## src/rtl/cdc_sync_bank.sv

```systemverilog
// Bank of asynchronous-input synchronisers with a glitch filter,
// mode-selectable edge detection, sticky flags and saturating event counters.
module cdc_sync_bank #(
  parameter int CHANNELS    = 4,
  parameter int SYNC_STAGES = 2,
  parameter int FILTER_LEN  = 4,
  parameter int CNT_W       = 8
) (
  input  logic                      clk,
  input  logic                      kill,
  input  logic [CHANNELS-1:0]       async_in,
  input  logic [2*CHANNELS-1:0]     edge_mode,
  input  logic [CHANNELS-1:0]       clr_sticky,
  input  logic                      cnt_clr,
  output logic [CHANNELS-1:0]       sync_out,
  output logic [CHANNELS-1:0]       pulse_out,
  output logic [CHANNELS-1:0]       sticky,
  output logic [CHANNELS*CNT_W-1:0] event_cnt
);

  localparam int FW = $clog2(FILTER_LEN + 1);
  localparam logic [FW-1:0] F_LAST = FW'(FILTER_LEN - 1);
  localparam logic [CNT_W-1:0] C_MAX = '1;

  if (SYNC_STAGES < 2) begin : g_bad_sync
    $error("cdc_sync_bank: SYNC_STAGES must be >= 2");
  end
  if (FILTER_LEN < 1) begin : g_bad_filt
    $error("cdc_sync_bank: FILTER_LEN must be >= 1");
  end

  for (genvar i = 0; i < CHANNELS; i++) begin : g_ch
    logic [SYNC_STAGES-1:0] sync_q;
    logic [FW-1:0]          fcnt_q;
    logic                   filt_q;
    logic                   filt_d_q;
    logic                   pulse_q;
    logic                   sticky_q;
    logic [CNT_W-1:0]       cnt_q;
    logic                   last;
    logic                   rise;
    logic                   fall;
    logic                   ev;

    // Pure flop chain: bit 0 is the capture stage, no logic in between.
    always_ff @(posedge clk or posedge kill) begin
      if (kill) begin
        sync_q <= '0;
      end else begin
        sync_q <= {sync_q[SYNC_STAGES-2:0], async_in[i]};
      end
    end

    assign last = sync_q[SYNC_STAGES-1];

    always_ff @(posedge clk or posedge kill) begin
      if (kill) begin
        fcnt_q <= '0;
        filt_q <= 1'b0;
      end else if (last != filt_q) begin
        if (fcnt_q == F_LAST) begin
          fcnt_q <= '0;
          filt_q <= last;
        end else begin
          fcnt_q <= fcnt_q + 1'b1;
        end
      end else begin
        fcnt_q <= '0;
      end
    end

    assign rise = filt_q & ~filt_d_q & edge_mode[2*i];
    assign fall = ~filt_q & filt_d_q & edge_mode[2*i+1];
    assign ev   = rise | fall;

    always_ff @(posedge clk or posedge kill) begin
      if (kill) begin
        filt_d_q <= 1'b0;
        pulse_q  <= 1'b0;
        sticky_q <= 1'b0;
        cnt_q    <= '0;
      end else begin
        filt_d_q <= filt_q;
        pulse_q  <= ev;
        sticky_q <= ev | (sticky_q & ~clr_sticky[i]);
        if (cnt_clr) begin
          cnt_q <= '0;
        end else if (ev && cnt_q != C_MAX) begin
          cnt_q <= cnt_q + 1'b1;
        end
      end
    end

    assign sync_out[i]                  = filt_q;
    assign pulse_out[i]                 = pulse_q;
    assign sticky[i]                    = sticky_q;
    assign event_cnt[CNT_W*i +: CNT_W]  = cnt_q;
  end

endmodule

```

## config.mk

```make
export PLATFORM = sky130hd
export DESIGN_NAME = cdc_sync_bank
export DESIGN_NICKNAME = d
export VERILOG_FILES = /design/src/rtl/cdc_sync_bank.sv
export SDC_FILE = /design/constraint.sdc
export NUM_CORES = 1
export LEC_CHECK = 0
export CAP_MARGIN = 10
export CORE_ASPECT_RATIO = 2
export CORE_UTILIZATION = 45
export DETAILED_ROUTE_END_ITERATION = 12
export PLACE_DENSITY = 0.71
export SLEW_MARGIN = 10
export SYNTH_ARGS = -nofsm -noshare
export SYNTH_HDL_FRONTEND = slang
export SYNTH_SLANG_ARGS = --single-unit
```

## constraint.sdc

```tcl
create_clock -name clk -period 3.6 [get_ports clk]
set_input_delay 0.72 -clock clk [delete_from_list [all_inputs] [get_ports clk]]
set_output_delay 0.72 -clock clk [all_outputs]
set_load 0.05 [all_outputs]
```

-- After elaboration in Yosys (flattened, before gate mapping)
Cells that the tools add are included.
- bits in registers: 68
- bits of input ports: 19
- output and inout bits: 44
- word-level logic and storage cells: 116
- bitwise logic cells: 40
- reductions and logical operators: 12
- add/subtract/negate cells: 8
- multiplexer cells: 16
- eq/ne operators: 12
- operators with widths (cell ; number):
    8-bit 2-to-1 mux ; 8
    8-bit by 1-bit adder with 8-bit output, second input constant ; 4
    8-bit inequality test, second input constant ; 4
    3-bit 2-to-1 mux ; 8
    1-bit bitwise AND ; 20
    3-bit by 1-bit adder with 3-bit output, second input constant ; 4
    3-bit by 2-bit == test with 1-bit output, second input constant ; 4
    1-bit NOT ; 12
    1-bit OR ; 8
    2-bit AND reduction ; 4
    2-bit nonzero test ; 4
    1-bit logical AND ; 4
    1-bit inequality test ; 4

-- Longest topological paths before layout
Gate-level depths: netlist of run 1.
- depth after elaboration: 7
- gate-level depth with buffers: 6
- gate-level depth less buffers: 5

-- Worst setup path before layout of run 1
Ideal clock, no wire load.
- path kind: flip-flop to flip-flop
- start: register g_ch[2].cnt_q[0]
- end: register g_ch[2].cnt_q[6]
- buffers on the path: 0
- stages on the path, launching flop included: 6
- data required time: 3.475 ns
- slack: 1.691 ns
- arrival: 1.784 ns
- period minus slack after synthesis: 1.909 ns
- library setup time: 0.125 ns
- cells stage by stage: dfrtp_1 > ha_1 > and4_1 > nor2_1 > and4_1 > mux2_2
- cells in the longest elaborated chain, start to end: 3
- elaborated cells between the ends (all ways): 6
- classes of those cells: add/sub (1); eq/ne (1); mux (2); reduce/logical (2)
- ends and longest elaborated chain (element ; line ; RTL):
    start, declared ; 39 ; logic [CNT_W-1:0] cnt_q;
    start signal, assigned ; 89 ; cnt_q <= cnt_q + 1'b1;
    8-bit by 1-bit adder with 8-bit output / 8-bit inequality test (equally long branches) ; 89, 88 ;
    8-bit 2-to-1 mux / 1-bit logical AND (equally long branches) ; 88 ; end else if (ev && cnt_q != C_MAX) begin
    8-bit 2-to-1 mux / 2-bit nonzero test (equally long branches) ; -- ;
Parallel ways exist; a longest one is shown, timed or not. The select of a mux whose other input is x is not followed.
A chain may end at the register's enable or synchronous reset.

-- Final worst setup path of run 1
- start: register g_ch[1].cnt_q[3]
- end: output event_cnt[11]
- RTL lines (element ; line ; RTL):
    start, declared ; 39 ;
    start signal, assigned ; 89 ;
    end, declared ; 18 ; output logic [CHANNELS*CNT_W-1:0] event_cnt
No word-level cell between the ends.

==> results.md, run 1 <==
- Kind of critical path: reg2out
- Max-slew headroom: 25.7%
- First-pass GRT wire length: 10.0 mm
- Largest area contributor in the netlist: dfrtp_1
- DP HPWL: 4.43 mm
- Slew Viols, Final: 0
- CTS clk-pin slew, worst paths: 0.05 ns
- Setup bufs post-CTS: 0
- Worst hold path depth: 0
- Max Fclk: 420 MHz
- Yosys warns: 0
- GRT Total Usage: 18.7%
- Hold Startpoint: g_ch[3].sync_q[0]
- Critical R2R Launch: g_ch[2].cnt_q[0]
- Routed vias: 2,323
- Clk_skew: 0.00517 ns
- Final setup fails: 0
- Synth top area share: 53.6%
- Pwr dens: 687 nW/um2
- Critical path data arrival time: 1.66 ns
- Final #Nets: 365
- Ports: 63
- Outcome: complete, no violations
- Hold-fix buffers at CTS: 0
- Fin area: 4090 um2
- First-iteration detailed-routing DRC count: 186
- PostCTS Resize Cnt: 0
- Drt drc: 0
- Ys async rst share: 100%
- Worst-case reg-to-reg path depth: 5
- Distinct cells, synth: 42
- TritonCTS Sinks: 68
- Syn-to-layout area delta: 28.9%
- Crit path time final: 2.38 ns
- Cell Rows: 43
- Die outline width: 61.4 um
- Cts bufs inserted: 9
- Initial Utilization: 46.1%
- Syn_area_per_cell: 11.3 um2
- Router iterations before antenna repair: 4
- Synth Cell Area: 3170 um2
- RePlAce Congestion: 0.836
- Worst Setup Start Kind: register
- Setup TNS: 0 ns
- Antenna diode count: 0
- EDFF count, synth: 0
- CP max FO: 10
- Final Hold Fails: 0
- Hold Crit Class: reg2reg
- Worst Hold Path EP: g_ch[3].sync_q[1]
- Vias/cell: 5.38
- Critical Path RT: 2.88 ns
- Avg WL per Cell: 14.3 um
- Seq/Total Area, Yosys: 53.6%
- DR top layer: met4
- Post-synth net total: 308
- Final period utilization: 66.1%
- CP max stage cell: clkdlybuf4s50_1
- Peak per-stage delay on the critical path: 0.85 ns
- Clk_lat worst skew: 0.33 ns
- Post-synth top cells: 68 x dfrtp_1, 20 x nor2_1, 18 x a21oi_1
- FF-to-FF setup slack: 1.73 ns
- Post-Syn Instances: 281
- Pin count of the biggest net entering global routing: 31
- R2R Path End: g_ch[2].cnt_q[1]
- Critical Path Sink Type: primary output
- Layout cell share with drive strength beyond 1: 9.94%
- Met1 WL: 2.40 mm
- CTS tree: yes
- Metal3 WL: 266 um
- Fin Hold WS: 0.346 ns
- Root buffer cell: clkbuf_16
- Vias in the first global route: 2,235
- Finished Layout Cells: 432
- Met2 wire length: 3.39 mm
- CTS max path bufs: 2
- GRT overflow: 0
- Initial antenna violation count: 0
- RSZ-0062 raised after global routing: false
- Leakage: 0.00179 uW
- CP bufs+invs: 1
- Cells along the critical path: clkdlybuf4s50_1
- Worst slew pin tran: 1.11 ns
- Maximum vdd drop: 0.000352 V
- Number of synthesized register bits: 68
- Post-Place Cells: 417
- Number of I/O port buffers: 62
- Synth area leaders: dfrtp_1 54%, mux2_2 3.2%, ha_1 3.2%
- Dpl cell area: 3800 um2
- Number of max-cap violations: 0
- DRT antenna net count: 0
- Most used DFF post-synth: dfrtp_1
- H-Tree Depth: 3
- Die Area: 7410 um2
- Core area: 6890 um2
- Cell with the most instances after synthesis: dfrtp_1
- Die height: 121 um
- Design Power: 2810 uW
- CP Launch Point: g_ch[1].cnt_q[3]
- Final WL: 6.19 mm
- CP delay by family, top: buffers and inverters
## per-stage QoR
| step | setup slack [ns] | utilization [%] |
|---|---|---|
| floorplan | 1.17 | - |
| global placement | 1.21 | 55.2 |
| detailed placement | 1.18 | 55.2 |
| CTS | 1.20 | 59.4 |
| global route | 1.15 | 59.4 |
| finish | 1.22 | 59.4 |
## final cells by class
class	instances	area [um2]
Fill cell	611	2800
Sequential cell	68	1700
Multi-Input combinational cell	187	1320
Timing Repair Buffer	65	643
Clock buffer	13	250
Tap cell	90	113
Clock inverter	2	35.0
Inverter	7	26.3
## cells by family (layout without fill, tap and decap cells)
family,count (synthesis),in the layout,share of synthesized area [%]
compound gates,47,47,10.1
xor+xnor,9,9,2.49
fa+ha+maj,8,8,3.16
buf+inv,26,87,4.77
flops,68,68,53.6
mux,12,12,4.14
simple gates,111,111,21.7
## layer usage
layer | vias to the layer above | global-route usage (%)
li1 | 1118 | -
met3 | 11 | 5.24
met5 | - | 0
met1 | 1137 | 21.0
met2 | 57 | 30.5
met4 | 0 | 10.7
## placed cells by master, fill, tap and decap left out, types with 3 or more instances in the layout
cell type,n
nor3_1,9
o21ai_0,6
nand3b_4,4
nand2_1,9
a211oi_1,5
buf_4,3
nand3b_1,6
mux2i_1,3
nand2b_1,5
and3_1,5
ha_1,8
inv_1,6
nor3b_1,6
nor2b_1,11
nand4_1,4
nor2_1,20
and4b_1,3
or3_1,4
clkbuf_1,3
nand3_1,16
a21oi_1,18
clkbuf_16,9
mux2_2,9
clkdlybuf4s50_1,62
a31oi_1,3
and4_1,5
xnor2_1,8
dfrtp_1,68
## worst max path at each step
stage,cells after the start,end
4_1_cts,1,sync_out[0]
5_1_grt,1,event_cnt[11]
6_report,1,event_cnt[11]
3_3_place_gp,3,g_ch[0].cnt_q[7]
2_1_floorplan,1,g_ch[0].cnt_q[0]
3_5_place_dp,3,g_ch[3].cnt_q[4]
## registers in the layout, summed over array words and instances (netlist names)
signal,cells
g_ch.fcnt_q,12
g_ch.filt_d_q,4
g_ch.sticky_q,4
g_ch.filt_q,4
g_ch.pulse_q,4
g_ch.cnt_q,32
g_ch.sync_q,8
## where the power goes
part           internal (uW)  switching (uW)  total (uW)
clock                    549             288         837
sequential               919             137        1060
combinational            353             562         915
total                   1820             987        2810
Note: power is estimated with default switching activity, not from simulation.
==> inputs of run 2 (changes only) <==
clock period = 2.5 ns   (was 3.6 ns; I/O delays follow)
==> run 2 against run 1 <==
Power up 38%. Sequential cell count unchanged. Final area shrank 0.83%. Register-to-register slack worse by 1.0 ns. Sequential power grew 43%. Core utilization decreased by 0.49 points. Clock-buffer cell count is 1 lower. Via count is 1.5% lower. Largest power group unchanged.
==> results.md, run 2 (synthesis results as in run 1) <==
- Pin count of the biggest net entering global routing: 69 (+120%)
- Combinational power share: 33.6% (+1.0 points)
- Maximum vdd drop: 0.000427 V (+21%)
- Peak per-stage delay on the critical path: 0.86 ns (about the same)
- Cells along the critical path: clkdlybuf4s50_1
- Router iterations before antenna repair: 4 (unchanged)
- Most frequent cells in the layout: 68 x dfrtp_1, 62 x clkdlybuf4s50_1, 20 x nor2_1, 18 x a21oi_1, 16 x nand3_1
- Final period utilization: 86.6%
- RSZ-0062 raised after global routing: false
- First-iteration detailed-routing DRC count: 116 (-38%)
- Critical Path Sink Type: primary output
- Layout filler cell count: 629 (+2.9%)
- Die height: 121 um (unchanged)
- DRT antenna net count: 0 (unchanged)
- CP max FO: 6 (-4)
- Clock Power Share: 27.2% (-2.6 points)
- PostCTS Resize Cnt: 0 (unchanged)
- CP max stage cell: clkdlybuf4s50_1
- CTS tree: yes
- Max Fclk: 462 MHz
- TritonCTS Sinks: 68 (unchanged)
- Die outline width: 61.4 um (unchanged)
- Switching portion of total power: 35.4% (+0.24 points)
- Critical path data arrival time: 1.66 ns (about the same)
- Vias/cell: 5.34 (-0.63%)
- Initial antenna violation count: 0 (unchanged)
- Cell Rows: 43 (unchanged)
- Setup TNS: 0 ns (unchanged)
- Drt drc: 0 (unchanged)
- Worst Setup Start Kind: register
- Kind of critical path: reg2out
- Clk_lat worst skew: 0.32 ns (about the same)
- Post-route setup slack: 0.335 ns (-0.885 ns)
- Routed vias: 2,287 (-1.5%)
- Largest regs: g_ch.cnt_q (32), g_ch.fcnt_q (12), g_ch.sync_q (8)
- CTS clk-pin slew, worst paths: 0.05 ns (about the same)
- Layout cell share with drive strength beyond 1: 9.17% (-0.77 points)
- Final WL: 5.86 mm (-5.3%)
- Most common cell after layout, fill and taps aside: dfrtp_1
- CP bufs+invs: 1 (unchanged)
- Antenna diode count: 0 (unchanged)
- H-Tree Depth: 3 (unchanged)
- Register with the most flip-flops: g_ch.cnt_q
- GRT overflow: 0 (unchanged)
- GRT Total Usage: 17.6% (-1.2 points)
- Final #Nets: 364 (-0.27%)
- Root buffer cell: clkbuf_16
- Initial Utilization: 46.1% (unchanged)
- Pint: 2510 uW (+38%)
- Crit path time final: 2.16 ns
- Number of I/O port buffers: 62 (unchanged)
- Ports: 63 (unchanged)
- Setup bufs post-CTS: 0 (unchanged)
- First-pass GRT wire length: 9.58 mm (-4.2%)
- Leakage: 0.00177 uW (-1.1%)
- CTS max path bufs: 2 (unchanged)
- CP delay by family, top: buffers and inverters
- Syn-to-layout area delta: 27.8%
- RePlAce Congestion: 0.777 (-7.0%)
- Final setup fails: 0 (unchanged)
- Number of max-cap violations: 0 (unchanged)
- Final Hold Fails: 0 (unchanged)
- Hold-fix buffers at CTS: 0 (unchanged)
- Max-slew headroom: 64.5% (+39 points)
- Clk_skew: 0.00558 ns (+0.000411 ns)
- DP Worst Slack: 0.449 ns (-0.727 ns)
- Avg WL per Cell: 13.7 um (-4.5%)
- Pwr dens: 957 nW/um2 (+39%)
- Core area: 6890 um2 (unchanged)
- DP HPWL: 4.25 mm (-4.0%)
- Hold Crit Class: reg2reg
- Sw power: 1370 uW (+39%)
- Slew Viols, Final: 0 (unchanged)
- Critical Path RT: 2.00 ns (-0.88 ns)
- Worst slew pin tran: 0.530 ns (-0.580 ns)
- Max reg flops: 32 (unchanged)
- Outcome: complete, no violations
- Die Area: 7410 um2 (unchanged)
- Cts bufs inserted: 9 (unchanged)
- Part of the power in registers: 39.2% (+1.6 points)
- Vias in the first global route: 2,218 (-0.76%)
## run 2: final timing paths
check                                   from           endpoint  slack, ns  cells past startpoint
max                           g_ch[0].filt_q        sync_out[0]       0.34                      1
min                        g_ch[2].sync_q[0]  g_ch[2].sync_q[1]       0.36                      0
max reg2reg                 g_ch[2].cnt_q[0]   g_ch[2].cnt_q[5]       0.73                      5
min reg2reg                g_ch[2].sync_q[0]  g_ch[2].sync_q[1]       0.36                      0
max in group asynchronous               kill   g_ch[2].cnt_q[6]       1.66                      3
min in group asynchronous               kill   g_ch[2].cnt_q[3]       0.57                      3
## run 2: area by class of cell
cell class / instances / area (um2) / share of cell area [%]
Timing Repair Buffer: 64 / 648 / 16.0
Inverter: 7 / 26.3 / 0.648
Sequential cell: 68 / 1700 / 42.0
Clock buffer: 12 / 246 / 6.08
Multi-Input combinational cell: 187 / 1320 / 32.5
Tap cell: 90 / 113 / 2.78
## run 2: layer usage
| layer | routed length (um) | vias to the layer above | track usage [%] |
|---|---|---|---|
| li1 | - | 1114 | - |
| met1 | 2240 | 1108 | 18.3 |
| met2 | 3300 | 58 | 30.6 |
| met3 | 205 | 7 | 5.24 |
| met4 | 114 | 0 | 8.33 |
| met5 | 0 | - | 0 |
## run 2: power groups by stage
stage / combinational [uW] / sequential, uW / clock, uW
6_report: 1300 / 1520 / 1060
3_5_place_dp: 1320 / 1540 / 0
3_3_place_gp: 1300 / 1520 / 0
5_1_grt: 1400 / 1550 / 1130
4_1_cts: 1320 / 1520 / 1090
2_1_floorplan: 951 / 1630 / 0
## run 2: stage by stage
step / instances / power (uW) / utilization, % / area (um2) / hold WS (ns)
2_1_floorplan: 281 / 2580 / - / 3170 / 0.331
4_1_cts: 428 / 3940 / 58.9 / 4050 / 0.362
5_1_grt: 428 / 4080 / 58.9 / 4050 / 0.363
6_report: 428 / 3880 / 58.9 / 4050 / 0.357
3_5_place_dp: 416 / 2860 / 55.3 / 3810 / 0.352
3_3_place_gp: 416 / 2830 / 55.3 / 3810 / 0.333
==> inputs of run 3 (changes only) <==
PLACE_DENSITY = 0.74   (was 0.71)
clock period = 1.8 ns   (was 2.5 ns; I/O delays follow)
==> run 3 against run 2 <==
Power is 50% higher. Worst hold slack got worse by 0.012 ns. Cell count up 4.7%. Clock skew fell by 0.0026 ns. Sequential power up 37%. Clock power increased by 67%. Combinational power rose by 50%. Core utilization is 1.3 points higher. Sequential share of layout area down 0.85 points. Sequential cell count unchanged. Final area up 2.2%.
==> results.md, run 3 (synthesis results as in run 1) <==
- Number of max-cap violations: 0 (unchanged)
- Max reg flops: 32 (unchanged)
- Pwr dens: 1400 nW/um2 (+47%)
- First-iteration detailed-routing DRC count: 107 (-7.8%)
- Worst-case reg-to-reg path depth: 5 (unchanged)
- PostCTS Resize Cnt: 0 (unchanged)
- DRT antenna net count: 0 (unchanged)
- Critical Path Sink Type: register
- Final period utilization: 91.7%
- Largest regs: g_ch.cnt_q (32), g_ch.fcnt_q (12), g_ch.sync_q (8)
- Final #Nets: 380 (+4.4%)
- M1 GR Usage: 23.3% (+5.0 points)
- Hold-fix buffers at CTS: 0 (unchanged)
- Cells along the critical path: ha_1 > and4_1 > nor2_1 > and4_1 > mux2_2
- Cts bufs inserted: 9 (unchanged)
- Clk_lat worst skew: 0.32 ns (about the same)
- Post-route setup slack: 0.150 ns (-0.185 ns)
- Outcome: complete, no violations
- Ports: 63 (unchanged)
- Die Area: 7410 um2 (unchanged)
- Max-slew headroom: 75.2% (+11 points)
- Met3 Track Usage GR: 4.92% (-0.32 points)
- Crit path time final: 1.65 ns
- Hold Crit Class: reg2reg
- Setup bufs post-CTS: 0 (unchanged)
- Critical path data arrival time: 1.86 ns (+0.20 ns)
- Number of I/O port buffers: 62 (unchanged)
- CP max FO: 6 (unchanged)
- Clock Power Share: 30.5% (+3.3 points)
- Cell Rows: 43 (unchanged)
- Sw power: 2030 uW (+48%)
- Core Util, Final: 60.2% (+1.3 points)
- DP HPWL: 4.72 mm (+11%)
- Initial Utilization: 46.1% (unchanged)
- Final Hold Fails: 0 (unchanged)
- RSZ-0062 raised after global routing: false
- Vias/cell: 5.35 (about the same)
- Drt drc: 0 (unchanged)
- H-Tree Depth: 3 (unchanged)
- Part of the power in registers: 35.9% (-3.3 points)
- Critical R2R Launch: g_ch[2].cnt_q[1]
- Leakage: 0.00195 uW (+11%)
- Initial antenna violation count: 0 (unchanged)
- Most frequent CP cell: and4_1
- GR peak layer: met2
- Core area: 6890 um2 (unchanged)
- Worst Setup Start Kind: register
- CTS clk-pin slew, worst paths: 0.05 ns (about the same)
- TritonCTS Sinks: 68 (unchanged)
- Router iterations before antenna repair: 4 (unchanged)
- Final WL: 6.56 mm (+12%)
- CTS max path bufs: 2 (unchanged)
- RePlAce Congestion: 0.832 (+7.1%)
- Syn-to-layout area delta: 30.7%
- DP Worst Slack: -0.108 ns (-0.557 ns)
- Combinational power share: 33.6% (about the same)
- First-pass GRT wire length: 11.2 mm (+17%)
- Crit path to: g_ch[2].cnt_q[6]
- Layout cell share with drive strength beyond 1: 26.8% (+18 points)
- CP bufs+invs: 0 (-1)
- Register with the most flip-flops: g_ch.cnt_q
- Max Fclk: 606 MHz
- Switching portion of total power: 34.8% (-0.60 points)
- FF-to-FF setup slack: 0.15 ns (-0.58 ns)
- CTS tree: yes
- Slew Viols, Final: 0 (unchanged)
- Pint: 3800 uW (+51%)
- GRT overflow: 0 (unchanged)
- R2R Path End: g_ch[2].cnt_q[6]
- Root buffer cell: clkbuf_16
- Antenna diode count: 0 (unchanged)
- Final setup fails: 0 (unchanged)
- CP Launch Point: g_ch[2].cnt_q[1]
- Vias in the first global route: 2,424 (+9.3%)
- Clk_skew: 0.00298 ns (-0.00260 ns)
- Die height: 121 um (unchanged)
- Avg WL per Cell: 14.6 um (+6.9%)
- Most common cell after layout, fill and taps aside: dfrtp_1
- Peak per-stage delay on the critical path: 0.44 ns (-0.42 ns)
- Critical Path RT: 2.01 ns (about the same)
- Die outline width: 61.4 um (unchanged)
- Critical Path Stages: 5 (+4)
- Kind of critical path: reg2reg
- Pin count of the biggest net entering global routing: 41 (-41%)
- Routed vias: 2,395 (+4.7%)
- CP max stage cell: dfrtp_2
- Met2 GRT Util: 34.5% (+3.9 points)
- CP delay by family, top: simple AND/OR/NAND/NOR gates
- Worst slew pin tran: 0.370 ns (-0.161 ns)
- GRT Total Usage: 20.5% (+3.0 points)
- Layout filler cell count: 607 (-3.5%)
- Maximum vdd drop: 0.000660 V (+55%)
- Most frequent cells in the layout: 66 x dfrtp_1, 60 x buf_4, 20 x nor2_1, 18 x a21oi_1, 18 x clkdlybuf4s50_1
-- run 3: worst register-to-register path: stages (launching register included) --
cell and delay, ns:
dfrtp_2 0.44, ha_1 0.20, and4_1 0.26, nor2_1 0.12, and4_1 0.20, mux2_2 0.32
-- run 3: power by group through the flow --
stage               registers (uW)  clock network, uW  logic, uW
finish                        2090               1770       1950
global route                  2140               1890       2110
floorplan                     2260                  0       1320
CTS                           2100               1820       1980
global placement              2100                  0       1920
detailed placement            2120                  0       1960
-- run 3: final cells by class --
class | instances | area [um2] | share of cell area (%)
flip-flops and latches | 68 | 1700 | 41.1
multi-input cells | 187 | 1320 | 31.8
repair buffers | 80 | 671 | 16.2
clock buffers | 15 | 278 | 6.70
well taps | 90 | 113 | 2.72
clock inverters | 1 | 30.0 | 0.725
inverters | 7 | 30.0 | 0.725
-- run 3: worst min-delay path by stage --
stage,start,to,slack (ns),cells after the start
after floorplan,g_ch[0].sync_q[0],g_ch[0].sync_q[1],0.33,0
after global placement,g_ch[3].sync_q[0],g_ch[3].sync_q[1],0.33,0
after detailed placement,g_ch[2].sync_q[0],g_ch[2].sync_q[1],0.34,0
after CTS,g_ch[2].sync_q[0],g_ch[2].sync_q[1],0.35,0
after global routing,g_ch[2].sync_q[0],g_ch[2].sync_q[1],0.35,0
final,g_ch[2].sync_q[0],g_ch[2].sync_q[1],0.34,0
-- run 3: metal layers --
layer,up-vias,wire length [um]
met5,-,0
met2,53,3710
met4,0,141
li1,1144,-
met3,9,201
met1,1189,2510
-- run 3: per-stage QoR --
stage / setup TNS (ns) / area (um2) / hold WS (ns) / cells / power (uW)
2_1_floorplan: 0 / 3180 / 0.331 / 281 / 3580
3_3_place_gp: -0.0564 / 3840 / 0.334 / 432 / 4020
3_5_place_dp: -0.180 / 3840 / 0.336 / 432 / 4090
4_1_cts: 0 / 4140 / 0.348 / 448 / 5900
5_1_grt: 0 / 4140 / 0.349 / 448 / 6140
6_report: 0 / 4140 / 0.344 / 448 / 5820
